File: src/rtl/status_transmitter_if.sv
// Signal bundle between the status source, the serial transmitter and the MBED-facing pins.
// The slave modport is the transmitter's view; master is the view of whoever drives load/word/ack.
interface status_transmitter_if #(
  parameter int WORD_WIDTH = 10
) ();
  logic                  load;
  logic [WORD_WIDTH-1:0] word;
  logic                  tx_ack;
  logic                  tx_ready;
  logic                  tx_bit;
  logic                  busy;
  logic                  done;
  logic                  timeout_err;
  logic [1:0]            tx_state;

  modport master (
    output load, word, tx_ack,
    input  tx_ready, tx_bit, busy, done, timeout_err, tx_state
  );

  modport slave (
    input  load, word, tx_ack,
    output tx_ready, tx_bit, busy, done, timeout_err, tx_state
  );
endinterface

File: src/rtl/status_transmitter.sv
// Bit-serial status word transmitter toward the MBED: four-phase ready/ack per bit, MSB first,
// with a per-phase acknowledge timeout so a silent MBED cannot hang the sender.
//
// state       | meaning
// ------------+-------------------------------------------------------------
// S_IDLE      | no transfer; waits for load
// S_SETUP     | current bit driven on tx_bit, tx_ready low for SETUP_CYCLES
// S_WAIT_HI   | tx_ready high, waiting for synchronized ack to rise
// S_WAIT_LO   | tx_ready low again, waiting for synchronized ack to fall
module status_transmitter #(
  parameter int WORD_WIDTH   = 10,
  parameter int SETUP_CYCLES = 4,
  parameter int ACK_TIMEOUT  = 24000000
) (
  input logic                 clk,
  input logic                 reset,
  status_transmitter_if.slave bus
);

  localparam int SW = (SETUP_CYCLES > 1) ? $clog2(SETUP_CYCLES) : 1;
  localparam int TW = (ACK_TIMEOUT > 1) ? $clog2(ACK_TIMEOUT) : 1;
  localparam int IW = (WORD_WIDTH > 1) ? $clog2(WORD_WIDTH) : 1;

  localparam logic [SW-1:0] SETUP_LAST = SW'(SETUP_CYCLES - 1);
  localparam logic [TW-1:0] TOUT_LAST  = TW'(ACK_TIMEOUT - 1);
  localparam logic [IW-1:0] IDX_MSB    = IW'(WORD_WIDTH - 1);

  typedef enum logic [1:0] {
    S_IDLE    = 2'd0,
    S_SETUP   = 2'd1,
    S_WAIT_HI = 2'd2,
    S_WAIT_LO = 2'd3
  } state_t;

  state_t                state, state_n;
  logic [WORD_WIDTH-1:0] shift, shift_n;
  logic [IW-1:0]         idx, idx_n;
  logic [SW-1:0]         setup_cnt, setup_cnt_n;
  logic [TW-1:0]         tout_cnt, tout_cnt_n;
  logic                  ready_q, ready_n;
  logic                  bit_q, bit_n;
  logic                  busy_q, busy_n;
  logic                  done_q, done_n;
  logic                  terr_q, terr_n;
  logic [1:0]            ack_sync;
  logic                  ack_s;
  logic                  tout_last;

  assign ack_s     = ack_sync[1];
  assign tout_last = (tout_cnt == TOUT_LAST);

  always_ff @(posedge clk) begin
    if (reset) begin
      ack_sync  <= '0;
      state     <= S_IDLE;
      shift     <= '0;
      idx       <= '0;
      setup_cnt <= '0;
      tout_cnt  <= '0;
      ready_q   <= 1'b0;
      bit_q     <= 1'b0;
      busy_q    <= 1'b0;
      done_q    <= 1'b0;
      terr_q    <= 1'b0;
    end else begin
      ack_sync  <= {ack_sync[0], bus.tx_ack};
      state     <= state_n;
      shift     <= shift_n;
      idx       <= idx_n;
      setup_cnt <= setup_cnt_n;
      tout_cnt  <= tout_cnt_n;
      ready_q   <= ready_n;
      bit_q     <= bit_n;
      busy_q    <= busy_n;
      done_q    <= done_n;
      terr_q    <= terr_n;
    end
  end

  always_comb begin
    state_n     = state;
    shift_n     = shift;
    idx_n       = idx;
    setup_cnt_n = setup_cnt;
    tout_cnt_n  = tout_cnt;
    ready_n     = ready_q;
    bit_n       = bit_q;
    busy_n      = busy_q;
    done_n      = 1'b0;
    terr_n      = 1'b0;

    unique case (state)
      S_IDLE: begin
        ready_n = 1'b0;
        busy_n  = 1'b0;
        if (bus.load) begin
          shift_n     = bus.word;
          idx_n       = IDX_MSB;
          busy_n      = 1'b1;
          bit_n       = bus.word[WORD_WIDTH-1];
          setup_cnt_n = '0;
          state_n     = S_SETUP;
        end
      end

      S_SETUP: begin
        if (setup_cnt == SETUP_LAST) begin
          ready_n    = 1'b1;
          tout_cnt_n = '0;
          state_n    = S_WAIT_HI;
        end else begin
          setup_cnt_n = setup_cnt + SW'(1);
        end
      end

      S_WAIT_HI: begin
        if (ack_s) begin
          ready_n    = 1'b0;
          tout_cnt_n = '0;
          state_n    = S_WAIT_LO;
        end else if (tout_last) begin
          ready_n = 1'b0;
          bit_n   = 1'b0;
          busy_n  = 1'b0;
          terr_n  = 1'b1;
          state_n = S_IDLE;
        end else begin
          tout_cnt_n = tout_cnt + TW'(1);
        end
      end

      S_WAIT_LO: begin
        ready_n = 1'b0;
        if (!ack_s) begin
          if (idx == '0) begin
            busy_n  = 1'b0;
            done_n  = 1'b1;
            state_n = S_IDLE;
          end else begin
            // Rotating keeps every shift bit in use; the next bit always sits at [MSB-1].
            idx_n       = idx - IW'(1);
            shift_n     = {shift[WORD_WIDTH-2:0], shift[WORD_WIDTH-1]};
            bit_n       = shift[WORD_WIDTH-2];
            setup_cnt_n = '0;
            state_n     = S_SETUP;
          end
        end else if (tout_last) begin
          bit_n   = 1'b0;
          busy_n  = 1'b0;
          terr_n  = 1'b1;
          state_n = S_IDLE;
        end else begin
          tout_cnt_n = tout_cnt + TW'(1);
        end
      end
    endcase
  end

  assign bus.tx_ready    = ready_q;
  assign bus.tx_bit      = bit_q;
  assign bus.busy        = busy_q;
  assign bus.done        = done_q;
  assign bus.timeout_err = terr_q;
  assign bus.tx_state    = state;

endmodule

File: src/flat_wrapper.sv
// flat-port wrapper written by rule: the top's interface ports become plain ports
module status_transmitter_flat 
#(
  parameter int WORD_WIDTH   = 10,
  parameter int SETUP_CYCLES = 4,
  parameter int ACK_TIMEOUT  = 24000000
)
  (clk, reset, bus_load, bus_word, bus_tx_ack, bus_tx_ready, bus_tx_bit, bus_busy, bus_done, bus_timeout_err, bus_tx_state);
  status_transmitter_if #(.WORD_WIDTH(WORD_WIDTH)) bus_i ();
  input logic clk;
  input logic reset;
  input wire logic [$bits(bus_i.load)-1:0] bus_load;
  input wire logic [$bits(bus_i.word)-1:0] bus_word;
  input wire logic [$bits(bus_i.tx_ack)-1:0] bus_tx_ack;
  output wire logic [$bits(bus_i.tx_ready)-1:0] bus_tx_ready;
  output wire logic [$bits(bus_i.tx_bit)-1:0] bus_tx_bit;
  output wire logic [$bits(bus_i.busy)-1:0] bus_busy;
  output wire logic [$bits(bus_i.done)-1:0] bus_done;
  output wire logic [$bits(bus_i.timeout_err)-1:0] bus_timeout_err;
  output wire logic [$bits(bus_i.tx_state)-1:0] bus_tx_state;
  assign bus_i.load = bus_load;
  assign bus_i.word = bus_word;
  assign bus_i.tx_ack = bus_tx_ack;
  assign bus_tx_ready = bus_i.tx_ready;
  assign bus_tx_bit = bus_i.tx_bit;
  assign bus_busy = bus_i.busy;
  assign bus_done = bus_i.done;
  assign bus_timeout_err = bus_i.timeout_err;
  assign bus_tx_state = bus_i.tx_state;
  status_transmitter #(.WORD_WIDTH(WORD_WIDTH), .SETUP_CYCLES(SETUP_CYCLES), .ACK_TIMEOUT(ACK_TIMEOUT)) u_core (.clk(clk), .reset(reset), .bus(bus_i));
endmodule
File: config.mk
export PLATFORM = sky130hd
export DESIGN_NAME = status_transmitter_flat
export DESIGN_NICKNAME = d
export VERILOG_FILES = /design/src/rtl/status_transmitter_if.sv /design/src/rtl/status_transmitter.sv /design/src/flat_wrapper.sv
export SDC_FILE = /design/constraint.sdc
export NUM_CORES = 1
export LEC_CHECK = 0
export CAP_MARGIN = 20
export CORE_ASPECT_RATIO = 1.25
export CORE_MARGIN = 2
export CORE_UTILIZATION = 35
export CTS_CLUSTER_DIAMETER = 40
export DETAILED_ROUTE_END_ITERATION = 7
export PLACE_DENSITY_LB_ADDON = 0.2
export SLEW_MARGIN = 15
export SYNTH_ARGS = -nofsm -noshare
export SYNTH_HDL_FRONTEND = slang
export SYNTH_SLANG_ARGS = --single-unit
File: constraint.sdc
create_clock -name clk -period 2 [get_ports clk]
set_input_delay 0.4 -clock clk [delete_from_list [all_inputs] [get_ports clk]]
set_output_delay 0.4 -clock clk [all_outputs]
set_load 0.02 [all_outputs]
# Yosys cells after proc, flatten, opt, wreduce, memory -nomap -nowiden
# Cells that the tools add are included.
# totals
register_bits	50
input_bits	14
output_inout_bits	7
wordCells	91
# classes
add_sub_neg	3
n_eq_ne	15
muxes	46
bitwise	1
reduce_logical	15
# op_table
operator	n
25-bit 2-to-1 mux	4
25-bit case mux with 3 select lines	1
10-bit 2-to-1 mux	3
25-bit by 1-bit adder with 25-bit output, second input constant	1
25-bit == test, second input constant	1
10-bit case mux with 2 select lines	1
1-bit 2-to-1 mux	18
2-bit 2-to-1 mux	9
4-bit 2-to-1 mux	3
2-bit inequality test, second input constant	5
1-bit case mux with 3 select lines	3
3-bit nonzero test	3
2-bit case mux with 4 select lines	1
4-bit case mux with 2 select lines	1
4-bit AND reduction	2
2-bit == test, second input constant	3
3-bit by 1-bit inequality test with 1-bit output, second input constant	2
2-bit case mux with 3 select lines	1
3-bit AND reduction	2
5-bit AND reduction	1
4-bit logical NOT	1
2-bit by 1-bit inequality test with 1-bit output, second input constant	2
2-bit AND reduction	2
4-bit by 1-bit subtractor with 4-bit output, second input constant	1
9 further kinds	9

# Longest topological paths before layout
# Gate-level depths: netlist of run 1.
# logic_depth
word_depth	4
ltp_mapped	9
mapped_depth_nobuf	7

# Least setup slack after synthesis of run 1
# Ideal clock, no wire load.
# synth_path
kind	reg-to-reg
startpoint	register u_core.state[1] (netlist: u_core.bus.tx_state[1])
endpoint	register u_core.tout_cnt[0]
setup_time_ns	0.119
arrival_ns	2.062
setup_slack_ns	-0.181
path_stages_with_launch	8
path_buffers	2
synth_period_minus_slack_ns	2.181
cell_sequence	dfxtp_1 > inv_1 > ha_1 > nor2b_1 > o41ai_1 > buf_2 > buf_2 > nor2_1
# synth_via
elab_chain_cells	3
elab_cells_between_ends	8
# synth_lines
element	line	source
from (decl)	status_transmitter.sv:35	state_t state, state_n;
from (signal assigned)	status_transmitter.sv:67	state <= state_n;
2-bit == test / 2-bit by 1-bit == test with 1-bit output (equally long branches)	status_transmitter.sv:92	unique case (state)
2-bit by 1-bit inequality test with 1-bit output (no line) / 3-bit nonzero test (equally long branches)	--	
3-bit AND reduction (no line)	--	
to (signal assigned)	status_transmitter.sv:71	tout_cnt <= tout_cnt_n;
to (decl)	status_transmitter.sv:39	logic [TW-1:0] tout_cnt, tout_cnt_n;
# Parallel ways exist; a longest one is shown, timed or not.
# A chain may end at the register's enable or synchronous reset.

# Worst setup path in the final report of run 1
# layout_path
startpoint	register u_core.state[0] (netlist: u_core.bus.tx_state[0])
endpoint	register u_core.tout_cnt[13]
# The elaborated chain is that of the path after synthesis.

==> qor.tcl, run 1 <==
set qor(yosysWarningCount) 0
set qor(number_of_buffers_created_by_cts) 5
set qor(initial_utilization) 0.361
set qor(timing_limited_maximum_frequency_mhz) 515
set qor(hold_viol_final) 0
set qor(final_cells) 460
set qor(routed-via-count) 2515
set qor(run_status) {finished, final reports clean}
set qor(hold_ws_ns) 0.444
set qor(most_common_cell_in_the_synthesized_netlist) {sky130_fd_sc_hd__dfxtp_1}
set qor(synth-compound-area-share) 0.218
set qor(area_growth_pct) 28.7
set qor(floorplan.die.height_um) 102
set qor(worst-endpoint-arrival_ns) 2.19
set qor(synth.net_count) 341
set qor(cellPowerDensity_nw_per_um2) 1070
set qor(critical_path_required_time_ns) 2.25
set qor(endpoint_kind) {flip-flop}
set qor(ys_types) 52
set qor(tritoncts_num_sinks) 50
set qor(wire_length_of_the_first_global_routing_pass_mm) 11.1
set qor(finClkSkew_ns) 0.00498
set qor(floorplan.die_area_um2) 8360
set qor(route.detailed.wl_per_inst_um) 14.1
set qor(timing.setup.tns_ns) 0
set qor(insertedDiodeCount) 0
set qor(timing.final.max_slew_violations) 0
set qor(synthDominantAreaCellType) {sky130_fd_sc_hd__dfxtp_1}
set qor(via_per_inst) 5.47
set qor(timing.slew.headroom) 0.717
set qor(synth_seq_area_share) 0.374
set qor(synth.ff_latch_count) 50
set qor(finalInstanceArea_um2) 3440
set qor(cp_cell_sequence) {inv_1, ha_1, inv_1, and3_4, o21ai_4, buf_12, or4_1, a21oi_1}
set qor(totalPowerFinal_mw) 3.67
set qor(synth.cells.most_frequent) {sky130_fd_sc_hd__dfxtp_1, sky130_fd_sc_hd__nand2_1, sky130_fd_sc_hd__nor2_1}
set qor(hpwlAfterDp_mm) 4.75
set qor(worstSetupStartpointType) {flip-flop}
set qor(post_synth_fa_ha_maj_area_fraction) 0.0374
set qor(largest_family_of_logic_cells_by_synthesized_area) {simple AND/OR/NAND/NOR gates}
set qor(path_max_fanout) 33
set qor(pin_count_of_the_biggest_net_entering_global_routing) 34
set qor(core_um2) 7400
set qor(clock_pin_slew_on_the_worst_setup_and_hold_paths_ns) 0.10
set qor(drt-pass1-iter-count) 4
set qor(nNetsFinal) 389
set qor(synth_async_sr_flop_share) 0
set qor(clock_latency_on_the_worst_skew_pair_ns) 0.31
set qor(final_min_period_over_clock_period) 0.971
set qor(port_buffers) 20
set qor(top_reg_cell_synth) {sky130_fd_sc_hd__dfxtp_1}
set qor(fill_cells) 769
set qor(design.portCount) 21
set qor(slowest_stage) {sky130_fd_sc_hd__or4_1}
set qor(placed_cells) 450
set qor(first_iter_violations) 110
set qor(routed_wirelength_mm) 6.48
set qor(final-seq-area_um2) 1010
set qor(layout_cell_share_with_drive_strength_beyond_1) 0.212
set qor(global_route.overflow_total) 0
set qor(finalCriticalPeriod_ns) 1.94
set qor(vdd.ir_drop.worst_mv) 0.693
set qor(synth_mux_area_frac) 0.0449
set qor(antenna_violating_nets_post_route) 0
set qor(worst-path-stages) 8
set qor(cts-hold-fix-buffers) 0
set qor(post_synth_and_or_nand_nor_area_fraction) 0.275
set qor(timing.critical_path.buf_inv) 3
set qor(clock_tree.root_cell) {sky130_fd_sc_hd__clkbuf_8}
set qor(post_synth.cell_area_avg_um2) 8.38
set qor(critical_path.most_common_cell) {sky130_fd_sc_hd__inv_1}
set qor(die_width_um) 82.2
set qor(hp-class) {flip-flop to flip-flop}
set qor(tritoncts) {built}
set qor(worst_r2r_path_depth) 8
set qor(worst_hold_path.num_cells) 1
set qor(worst_path_largest_cell_delay_ns) 0.51
set qor(max-cap-violations) 0
set qor(p_leak_nw) 1.23
set qor(drcViolationCount) 0
set qor(setup_viol_count_final) 0
set qor(post_synth_edffs) 0
set qor(syn_inst) 319
set qor(postPlaceCellArea_um2) 3220
set qor(htree_levels) 2
set qor(global_route.usage.total) 0.168
set qor(path_class) {flip-flop to flip-flop}
set qor(main_area_contributors_after_synthesis) {sky130_fd_sc_hd__dfxtp_1, sky130_fd_sc_hd__nand2_1, sky130_fd_sc_hd__mux2i_1}
set qor(antenna_found_initial) 0
set qor(crit_family) {simple AND/OR/NAND/NOR gates}
set qor(multi_input_comb_area_um2) 1620
set qor(vias_in_the_first_global_route) 2423
set qor(synthDominantCellAreaShare) 0.374
set qor(placer_congestion_estimate) 0.781
set qor(syn_area_um2) 2670
set qor(max_buffers_root_to_sink) 2
set qor(rows) 35
set qor(synth_xor_area_frac) 0.00328
set qor(timing_worst_slew_pin_value_ns) 0.423
-- metrics by stage --
step,worst slack (ns),utilization
after floorplan,0.0635,-
after global placement,0.0409,0.435
after detailed placement,0.00275,0.435
after CTS,0.0180,0.453
after global routing,-0.00295,0.465
final,0.0583,0.465
-- cell type report --
class / instances / area share
Clock inverter: 3 / 0.0200
Inverter: 11 / 0.0120
Clock buffer: 5 / 0.0200
Tap cell: 92 / 0.0335
Sequential cell: 50 / 0.294
Multi-Input combinational cell: 242 / 0.471
Timing Repair Buffer: 57 / 0.149
-- worst reg2reg max path: cells and delay by family, from the launching register on --
| family | cells | cell delay [ns] |
|---|---|---|
| buf+inv | 3 | 0.31 |
| simple gates | 2 | 0.71 |
| flops | 1 | 0.39 |
| compound gates | 2 | 0.21 |
| fa+ha+maj | 1 | 0.26 |
-- cells by family (layout without fill, tap and decap cells) --
group,after synthesis,in the layout
AO/OA/AOI/OAI,84,84
adder cells (fa/ha/maj),8,8
multiplexers,12,12
flip-flops,50,50
AND/OR/NAND/NOR,137,137
XOR/XNOR,1,1
buffers and inverters,27,76
-- power by group --
| group | internal, mW | switching [mW] |
|---|---|---|
| clock | 0.502 | 0.367 |
| combinational | 0.688 | 0.826 |
| sequential | 1.17 | 0.117 |
-- layout by cell type, fill, tap and decap left out, types with 3 or more instances in the layout --
master                             n
sky130_fd_sc_hd__buf_4            33
sky130_fd_sc_hd__o211ai_1          3
sky130_fd_sc_hd__clkbuf_8          5
sky130_fd_sc_hd__clkdlybuf4s50_1  20
sky130_fd_sc_hd__nand2_1          33
sky130_fd_sc_hd__a31o_2            3
sky130_fd_sc_hd__o21ai_1           5
sky130_fd_sc_hd__nand4_1           6
sky130_fd_sc_hd__o21ai_0           7
sky130_fd_sc_hd__nor4_1            4
sky130_fd_sc_hd__nor2b_1           3
sky130_fd_sc_hd__mux2i_1          12
sky130_fd_sc_hd__nor3_1            3
sky130_fd_sc_hd__a31oi_1           3
sky130_fd_sc_hd__a21oi_1          18
sky130_fd_sc_hd__or4_1            14
sky130_fd_sc_hd__dfxtp_2           3
sky130_fd_sc_hd__or3_1             4
sky130_fd_sc_hd__nand2b_1          6
sky130_fd_sc_hd__and3_1            4
sky130_fd_sc_hd__o31ai_1          11
sky130_fd_sc_hd__dfxtp_1          45
sky130_fd_sc_hd__a211oi_1         12
sky130_fd_sc_hd__a21oi_2           8
sky130_fd_sc_hd__ha_1              6
sky130_fd_sc_hd__nand3_1          12
sky130_fd_sc_hd__inv_1            11
sky130_fd_sc_hd__nor2_1           31
-- final timing paths --
kind | startpoint | endpoint | slack (ns)
max | u_core.bus.tx_state[0] | u_core.tout_cnt[13] | 0.06
min | u_core.ack_sync[0] | u_core.ack_sync[1] | 0.44
max reg2reg | u_core.bus.tx_state[0] | u_core.tout_cnt[13] | 0.06
min reg2reg | u_core.ack_sync[0] | u_core.ack_sync[1] | 0.44
-- metal layers --
metal | share of wire | wire length (µm) | GRT usage
met2 | 0.52 | 3340 | 0.303
met4 | 0.014 | 91 | 0.0423
met5 | 0 | 0 | 0
met1 | 0.45 | 2910 | 0.203
met3 | 0.021 | 136 | 0.0276
-- state kept, by name, summed over array words and instances, names as in the netlist --
| signal | count |
|---|---|
| u_core.bus.tx_bit | 1 |
| u_core.bus.done | 1 |
| u_core.tout_cnt | 25 |
| u_core.setup_cnt | 2 |
| u_core.ack_sync | 2 |
| u_core.idx | 4 |
| u_core.bus.busy | 1 |
| u_core.shift | 10 |
| u_core.bus.tx_state | 2 |
| u_core.bus.tx_ready | 1 |
| u_core.bus.timeout_err | 1 |
-- timing repair --
action,4_1_cts,5_1_grt
setup endpoints to repair,1,30
hold endpoints to repair,0,0
gates resized for setup,1,19
setup buffers,0,2
pin swaps,0,1
Power figures use the tool's default switching activity.
==> run 2: changes to the inputs <==
--- a/config.mk
+++ b/config.mk
@@ -12,6 +12,7 @@
 export CTS_CLUSTER_DIAMETER = 40
 export DETAILED_ROUTE_END_ITERATION = 7
 export PLACE_DENSITY_LB_ADDON = 0.2
+export SETUP_SLACK_MARGIN = 0.5
 export SLEW_MARGIN = 15
 export SYNTH_ARGS = -nofsm -noshare
 export SYNTH_HDL_FRONTEND = slang
==> run 2 against run 1 <==
Net effect:
- non-clock buffer count is 22 higher
- sequential power is 4% higher
- count of clock-buffer cells in the layout is 2 higher
- largest power group unchanged
- global-route usage is 1.2 points higher
- register-to-register slack better by 0.06 ns
- core utilization is 8.4 points higher
- combinational power is 59% higher
- cell area is 18% higher
- power is 23% higher
==> qor.tcl, run 2 (same netlist as run 1, synthesis figures left out) <==
set qor(hpwlAfterDp_mm) 4.51 ;# -5.0%
set qor(finClkSkew_ns) 0.00723 ;# +0.00225 ns
set qor(timing_worst_slew_pin_value_ns) 0.437 ;# +0.0145 ns
set qor(slowest_stage) {sky130_fd_sc_hd__or4_4}
set qor(p_leak_nw) 1.48 ;# +21%
set qor(setup_viol_count_final) 0 ;# unchanged
set qor(clock_tree.root_cell) {sky130_fd_sc_hd__clkbuf_8}
set qor(fill_cells) 651 ;# -15%
set qor(critical_path_required_time_ns) 2.21 ;# -0.04 ns
set qor(die_width_um) 82.2 ;# unchanged
set qor(grt_util_met3) 0.0294 ;# +0.00178
set qor(drt-pass1-iter-count) 4 ;# unchanged
set qor(area_growth_pct) 51.8
set qor(drcViolationCount) 0 ;# unchanged
set qor(vdd.ir_drop.worst_mv) 0.778 ;# +12%
set qor(htree_levels) 2 ;# unchanged
set qor(path_max_fanout) 17 ;# -48%
set qor(first_iter_violations) 128 ;# +16%
set qor(p_seq_frac) 0.297 ;# -0.054
set qor(worst-endpoint-arrival_ns) 2.09 ;# -0.10 ns
set qor(reg_top3) {u_core.tout_cnt (25), u_core.shift (10), u_core.idx (4)}
set qor(rows) 35 ;# unchanged
set qor(largest_reg_flops) 25 ;# unchanged
set qor(pin_count_of_the_biggest_net_entering_global_routing) 34 ;# unchanged
set qor(global_route.overflow_total) 0 ;# unchanged
set qor(hold_ws_ns) 0.444 ;# -0.0000120 ns
set qor(placed_cells) 433 ;# -3.8%
set qor(worstReg2RegStart) {u_core.tout_cnt[6]}
set qor(routed-via-count) 2651 ;# +5.4%
set qor(endpoint_kind) {flip-flop}
set qor(layout.cells.most_common_list) {sky130_fd_sc_hd__buf_4, sky130_fd_sc_hd__dfxtp_1, sky130_fd_sc_hd__nand2_1}
set qor(finalCriticalPeriod_ns) 1.88 ;# -0.0604 ns
set qor(timing.setup.tns_ns) 0 ;# unchanged
set qor(antenna_found_initial) 0 ;# unchanged
set qor(timing.critical_path.buf_inv) 1 ;# -2
set qor(floorplan.die_area_um2) 8360 ;# unchanged
set qor(cp_cell_sequence) {nand4_4, or4_4, o21ai_4, buf_12, or4_1, a21oi_2}
set qor(share_comb_of_total_power) 0.532 ;# +0.120
set qor(wire_length_of_the_first_global_routing_pass_mm) 11.9 ;# +6.4%
set qor(tritoncts) {built}
set qor(design.portCount) 21 ;# unchanged
set qor(worst_path_largest_cell_delay_ns) 0.60 ;# +0.09 ns
set qor(max-cap-violations) 0 ;# unchanged
set qor(run_status) {finished, final reports clean}
set qor(unrepaired_setup_endpoints_after_global_routing) {true}
set qor(nNetsFinal) 411 ;# +5.7%
set qor(tritoncts_num_sinks) 50 ;# unchanged
set qor(clock_latency_on_the_worst_skew_pair_ns) 0.31 ;# about the same
set qor(routed_wirelength_mm) 7.22 ;# +11%
set qor(antenna_violating_nets_post_route) 0 ;# unchanged
set qor(timing_limited_maximum_frequency_mhz) 532 ;# +3.2%
set qor(number_of_buffers_created_by_cts) 5 ;# unchanged
set qor(totalPowerFinal_mw) 4.52 ;# +23%
set qor(floorplan.die.height_um) 102 ;# unchanged
set qor(final_min_period_over_clock_period) 0.941 ;# -0.0302
set qor(route.detailed.wl_per_inst_um) 15.0 ;# +6.3%
set qor(crit_start) {u_core.tout_cnt[6]}
set qor(globalRouteMet1Util) 0.215 ;# +0.0119
set qor(global_route.usage.total) 0.180 ;# +0.0124
set qor(via_per_inst) 5.50 ;# +0.60%
set qor(final_cells) 482 ;# +4.8%
set qor(max_buffers_root_to_sink) 2 ;# unchanged
set qor(hold_viol_final) 0 ;# unchanged
set qor(crit_family) {simple AND/OR/NAND/NOR gates}
set qor(layout_cell_share_with_drive_strength_beyond_1) 0.413 ;# +0.201
set qor(core_um2) 7400 ;# unchanged
set qor(layout.cells.most_common) {sky130_fd_sc_hd__buf_4}
set qor(worstSetupStartpointType) {flip-flop}
set qor(clock_power_share) 0.171 ;# -0.066
set qor(insertedDiodeCount) 0 ;# unchanged
set qor(timing.slew.headroom) 0.707 ;# -0.00970
set qor(path_class) {flip-flop to flip-flop}
set qor(regMostFlops) {u_core.tout_cnt}
set qor(net-switching-power_mw) 1.66 ;# +27%
set qor(initial_utilization) 0.361 ;# unchanged
set qor(placer_congestion_estimate) 0.780 ;# -0.12%
set qor(use_met2) 0.320 ;# +0.0163
set qor(vias_in_the_first_global_route) 2560 ;# +5.7%
set qor(hold_path.startpoint) {u_core.ack_sync[0]}
set qor(clock_pin_slew_on_the_worst_setup_and_hold_paths_ns) 0.10 ;# about the same
set qor(p_sw_frac) 0.368 ;# +0.0109
set qor(power.internal_mw) 2.86 ;# +21%
set qor(timing.final.max_slew_violations) 0 ;# unchanged
set qor(grt-busiest-layer) {met2}
set qor(port_buffers) 20 ;# unchanged
set qor(cellPowerDensity_nw_per_um2) 1110 ;# +4.2%
set qor(hp-class) {flip-flop to flip-flop}
[run 2: changes by cell type in the layout (fill, tap and decap cells not counted), sizes merged]
cell	change
clkdlybuf4s50	-7
clkdlybuf4s15	+1
bufinv	-2
clkbuf	+3
buf	+21
dlygate4sd2	+6
[run 2: timing repair]
item | in CTS | in global routing
gates cloned | 3 | 2
pin swaps | 20 | 15
hold buffers | 0 | 0
resized for setup | 47 | 27
buffers inserted | 22 | 14
setup endpoints to repair | 54 | 48
[run 2: through the flow]
stage / utilization / area [µm²] / worst slack, ns
final: 0.549 / 4060 / 0.119
after floorplan: - / 2950 / 0.244
after CTS: 0.515 / 3810 / 0.160
after global placement: 0.447 / 3310 / 0.106
after detailed placement: 0.447 / 3310 / 0.0664
after global routing: 0.549 / 4060 / 0.0451
[run 2: power groups by stage]
stage,Sequential (mW),Clock (mW),Combinational [mW]
final,1.34,0.771,2.40
after global routing,1.36,0.828,2.60
after CTS,1.33,0.795,2.09
after detailed placement,1.35,0,1.54
after global placement,1.34,0,1.53
after floorplan,1.36,0,1.19
[run 2: worst paths after layout]
check | slack (ns) | end | depth (start not counted)
hold reg to reg | 0.44 | u_core.ack_sync[1] | 1
hold / removal | 0.44 | u_core.ack_sync[1] | 1
setup reg to reg | 0.12 | u_core.tout_cnt[6] | 6
setup / recovery | 0.12 | u_core.tout_cnt[6] | 6
[run 2: layer usage]
metal	part of all wire	vias to the layer above	wire (µm)
met1	0.41	1260	2990
met2	0.53	46	3810
met5	0	-	0
met4	0.028	0	204
li1	-	1329	-
met3	0.030	16	214
[run 2: final cells by class]
| type | count | area (µm²) | area share |
|---|---|---|---|
| clock buffer | 7 | 119 | 0.0293 |
| clock inverter | 1 | 8.76 | 0.00216 |
| inverter | 11 | 46.3 | 0.0114 |
| multi-input combinational | 242 | 1920 | 0.472 |
| sequential | 50 | 1040 | 0.257 |
| tap | 92 | 115 | 0.0284 |
| timing repair buffer | 79 | 810 | 0.199 |
==> run 3: changes to the inputs <==
--- a/config.mk
+++ b/config.mk
@@ -11,9 +11,11 @@
 export CORE_UTILIZATION = 35
 export CTS_CLUSTER_DIAMETER = 40
 export DETAILED_ROUTE_END_ITERATION = 7
+export DONT_BUFFER_PORTS = 1
 export PLACE_DENSITY_LB_ADDON = 0.2
 export SETUP_SLACK_MARGIN = 0.5
 export SLEW_MARGIN = 15
 export SYNTH_ARGS = -nofsm -noshare
 export SYNTH_HDL_FRONTEND = slang
 export SYNTH_SLANG_ARGS = --single-unit
+export TNS_END_PERCENT = 100
==> run 3 against run 2 <==
Net effect:
- clock power fell by 16%
- first-iteration DRC count fell by 21%
- count of clock-buffer cells in the layout fell by 2
- worst hold slack got worse by 0.31 ns
- clock skew fell by 0.0031 ns
- final cell count fell by 3.9%
- worst setup slack improved by 0.032 ns
- critical path depth rose by 2
- sequential share of layout area rose by 1.6 points
- critical endpoint is now u_core.tout_cnt[23]
- largest power group unchanged
==> qor.tcl, run 3 (same netlist as run 1, synthesis figures left out) <==
set qor(layout.cells.most_common_list) {sky130_fd_sc_hd__buf_4, sky130_fd_sc_hd__nand2_1, sky130_fd_sc_hd__dfxtp_1}
set qor(routed-via-count) 2562 ;# -3.4%
set qor(path_max_fanout) 17 ;# unchanged
set qor(regMostFlops) {u_core.tout_cnt}
set qor(p_leak_nw) 1.35 ;# -8.9%
set qor(layout.cells.most_common) {sky130_fd_sc_hd__buf_4}
set qor(antenna_found_initial) 0 ;# unchanged
set qor(vdd.ir_drop.worst_mv) 1.01 ;# +30%
set qor(area_growth_pct) 43.7
set qor(final_core_util) 0.519 ;# -0.0294
set qor(layout_cell_share_with_drive_strength_beyond_1) 0.469 ;# +0.0562
set qor(unrepaired_setup_endpoints_after_global_routing) {true}
set qor(worstSetupStartpointType) {flip-flop}
set qor(nNetsFinal) 392 ;# -4.6%
set qor(port_buffers) 0 ;# -100%
set qor(wire_length_of_the_first_global_routing_pass_mm) 11.1 ;# -6.5%
set qor(die_width_um) 82.2 ;# unchanged
set qor(antenna_violating_nets_post_route) 0 ;# unchanged
set qor(timing_worst_slew_pin_value_ns) 0.357 ;# -0.0802 ns
set qor(hold_viol_final) 0 ;# unchanged
set qor(drt-pass1-iter-count) 4 ;# unchanged
set qor(cp_cell_sequence) {inv_4, ha_4, nand2b_4, and3_4, o21ai_4, buf_12, or4_4, a21oi_2}
set qor(vias_in_the_first_global_route) 2437 ;# -4.8%
set qor(tritoncts) {built}
set qor(via_per_inst) 5.53 ;# +0.61%
set qor(finalCriticalPeriod_ns) 1.85 ;# -0.0315 ns
set qor(worst-endpoint-arrival_ns) 2.10 ;# about the same
set qor(reg_top3) {u_core.tout_cnt (25), u_core.shift (10), u_core.idx (4)}
set qor(route.detailed.wl_per_inst_um) 15.4 ;# +2.7%
set qor(initial_utilization) 0.361 ;# unchanged
set qor(endpoint_kind) {flip-flop}
set qor(floorplan.die.height_um) 102 ;# unchanged
set qor(hold_ws_ns) 0.137 ;# -0.307 ns
set qor(placer_congestion_estimate) 0.755 ;# -3.2%
set qor(slowest_stage) {sky130_fd_sc_hd__or4_4}
set qor(floorplan.die_area_um2) 8360 ;# unchanged
set qor(core_um2) 7400 ;# unchanged
set qor(hp-class) {input port to flip-flop}
set qor(largest_reg_flops) 25 ;# unchanged
set qor(max-cap-violations) 0 ;# unchanged
set qor(drcViolationCount) 0 ;# unchanged
set qor(global_route.overflow_total) 0 ;# unchanged
set qor(clock_latency_on_the_worst_skew_pair_ns) 0.31 ;# about the same
set qor(routed_wirelength_mm) 7.13 ;# -1.3%
set qor(clock_tree.root_cell) {sky130_fd_sc_hd__clkbuf_8}
set qor(timing.setup.tns_ns) 0 ;# unchanged
set qor(cellPowerDensity_nw_per_um2) 1110 ;# -0.24%
set qor(max_buffers_root_to_sink) 2 ;# unchanged
set qor(placed_cells) 410 ;# -5.3%
set qor(finClkSkew_ns) 0.00412 ;# -0.00311 ns
set qor(rows) 35 ;# unchanged
set qor(tritoncts_num_sinks) 50 ;# unchanged
set qor(first_iter_violations) 101 ;# -21%
set qor(hpwlAfterDp_mm) 4.37 ;# -3.2%
set qor(htree_levels) 2 ;# unchanged
set qor(final-seq-area_um2) 1050 ;# +0.48%
set qor(fill_cells) 655 ;# +0.61%
set qor(final_min_period_over_clock_period) 0.925 ;# -0.0158
set qor(final_cells) 463 ;# -3.9%
set qor(critical_path_required_time_ns) 2.25 ;# +0.04 ns
set qor(regToRegSetupSlack_ns) 0.15 ;# +0.03 ns
set qor(timing.final.max_slew_violations) 0 ;# unchanged
set qor(setup_viol_count_final) 0 ;# unchanged
set qor(run_status) {finished, final reports clean}
set qor(totalPowerFinal_mw) 4.26 ;# -5.6%
set qor(worst_path_largest_cell_delay_ns) 0.48 ;# -0.12 ns
set qor(multi_input_comb_area_um2) 1980 ;# +3.5%
set qor(timing.slew.headroom) 0.760 ;# +0.0526
set qor(timing_limited_maximum_frequency_mhz) 541 ;# +1.7%
set qor(global_route.usage.total) 0.167 ;# -0.0132
set qor(pin_count_of_the_biggest_net_entering_global_routing) 34 ;# unchanged
set qor(path_class) {flip-flop to flip-flop}
set qor(design.portCount) 21 ;# unchanged
set qor(number_of_buffers_created_by_cts) 5 ;# unchanged
set qor(clock_pin_slew_on_the_worst_setup_and_hold_paths_ns) 0.10 ;# about the same
set qor(insertedDiodeCount) 0 ;# unchanged
-- run 3: metrics by stage --
stage / instance area [µm²] / setup WS [ns]
2_1_floorplan: 2950 / 0.244
3_3_place_gp: 3070 / 0.135
3_5_place_dp: 3070 / 0.115
4_1_cts: 3430 / 0.152
5_1_grt: 3840 / 0.0539
6_report: 3840 / 0.150
-- run 3: critical path, delay by kind of cell (launching register included) --
kind | cells | cell delay (ns)
compound gates | 2 | 0.23
fa+ha+maj | 1 | 0.18
buf+inv | 2 | 0.22
flops | 1 | 0.42
simple gates | 3 | 0.74
-- run 3: per-layer routing --
layer,vias to the layer above,global-route usage,share of wire
met4,0,0.0397,0.0083
li1,1290,-,-
met3,5,0.0321,0.023
met1,1246,0.201,0.44
met2,21,0.301,0.53
met5,-,0,0
-- run 3: what timing repair did --
item	CTS	global route
hold buffers	0	0
pin swaps	15	17
gates resized for setup	37	50
cloned	2	3
buffers inserted	16	24
setup endpoints to repair	47	47
-- run 3: cell type report --
cell class	instances	area share
clock inverter	3	0.00749
clock buffer	5	0.0179
multi-input combinational	242	0.516
timing repair buffer	60	0.143
inverter	11	0.0120
tap	92	0.0300
sequential	50	0.273
-- run 3: worst paths after layout --
path / to / start / depth (start not counted)
worst max register to register: u_core.tout_cnt[23] / u_core.bus.tx_state[1] / 8
worst min-delay path: u_core.idx[1] / reset / 1
worst min register to register: u_core.ack_sync[1] / u_core.ack_sync[0] / 1
worst max-delay path: u_core.tout_cnt[23] / u_core.bus.tx_state[1] / 8
-- run 3: report_power, final --
group | switching, mW | internal, mW | leakage (nW)
Sequential | 0.203 | 1.18 | 0.420
Clock | 0.389 | 0.263 | 0.0506
Combinational | 1.09 | 1.14 | 0.881
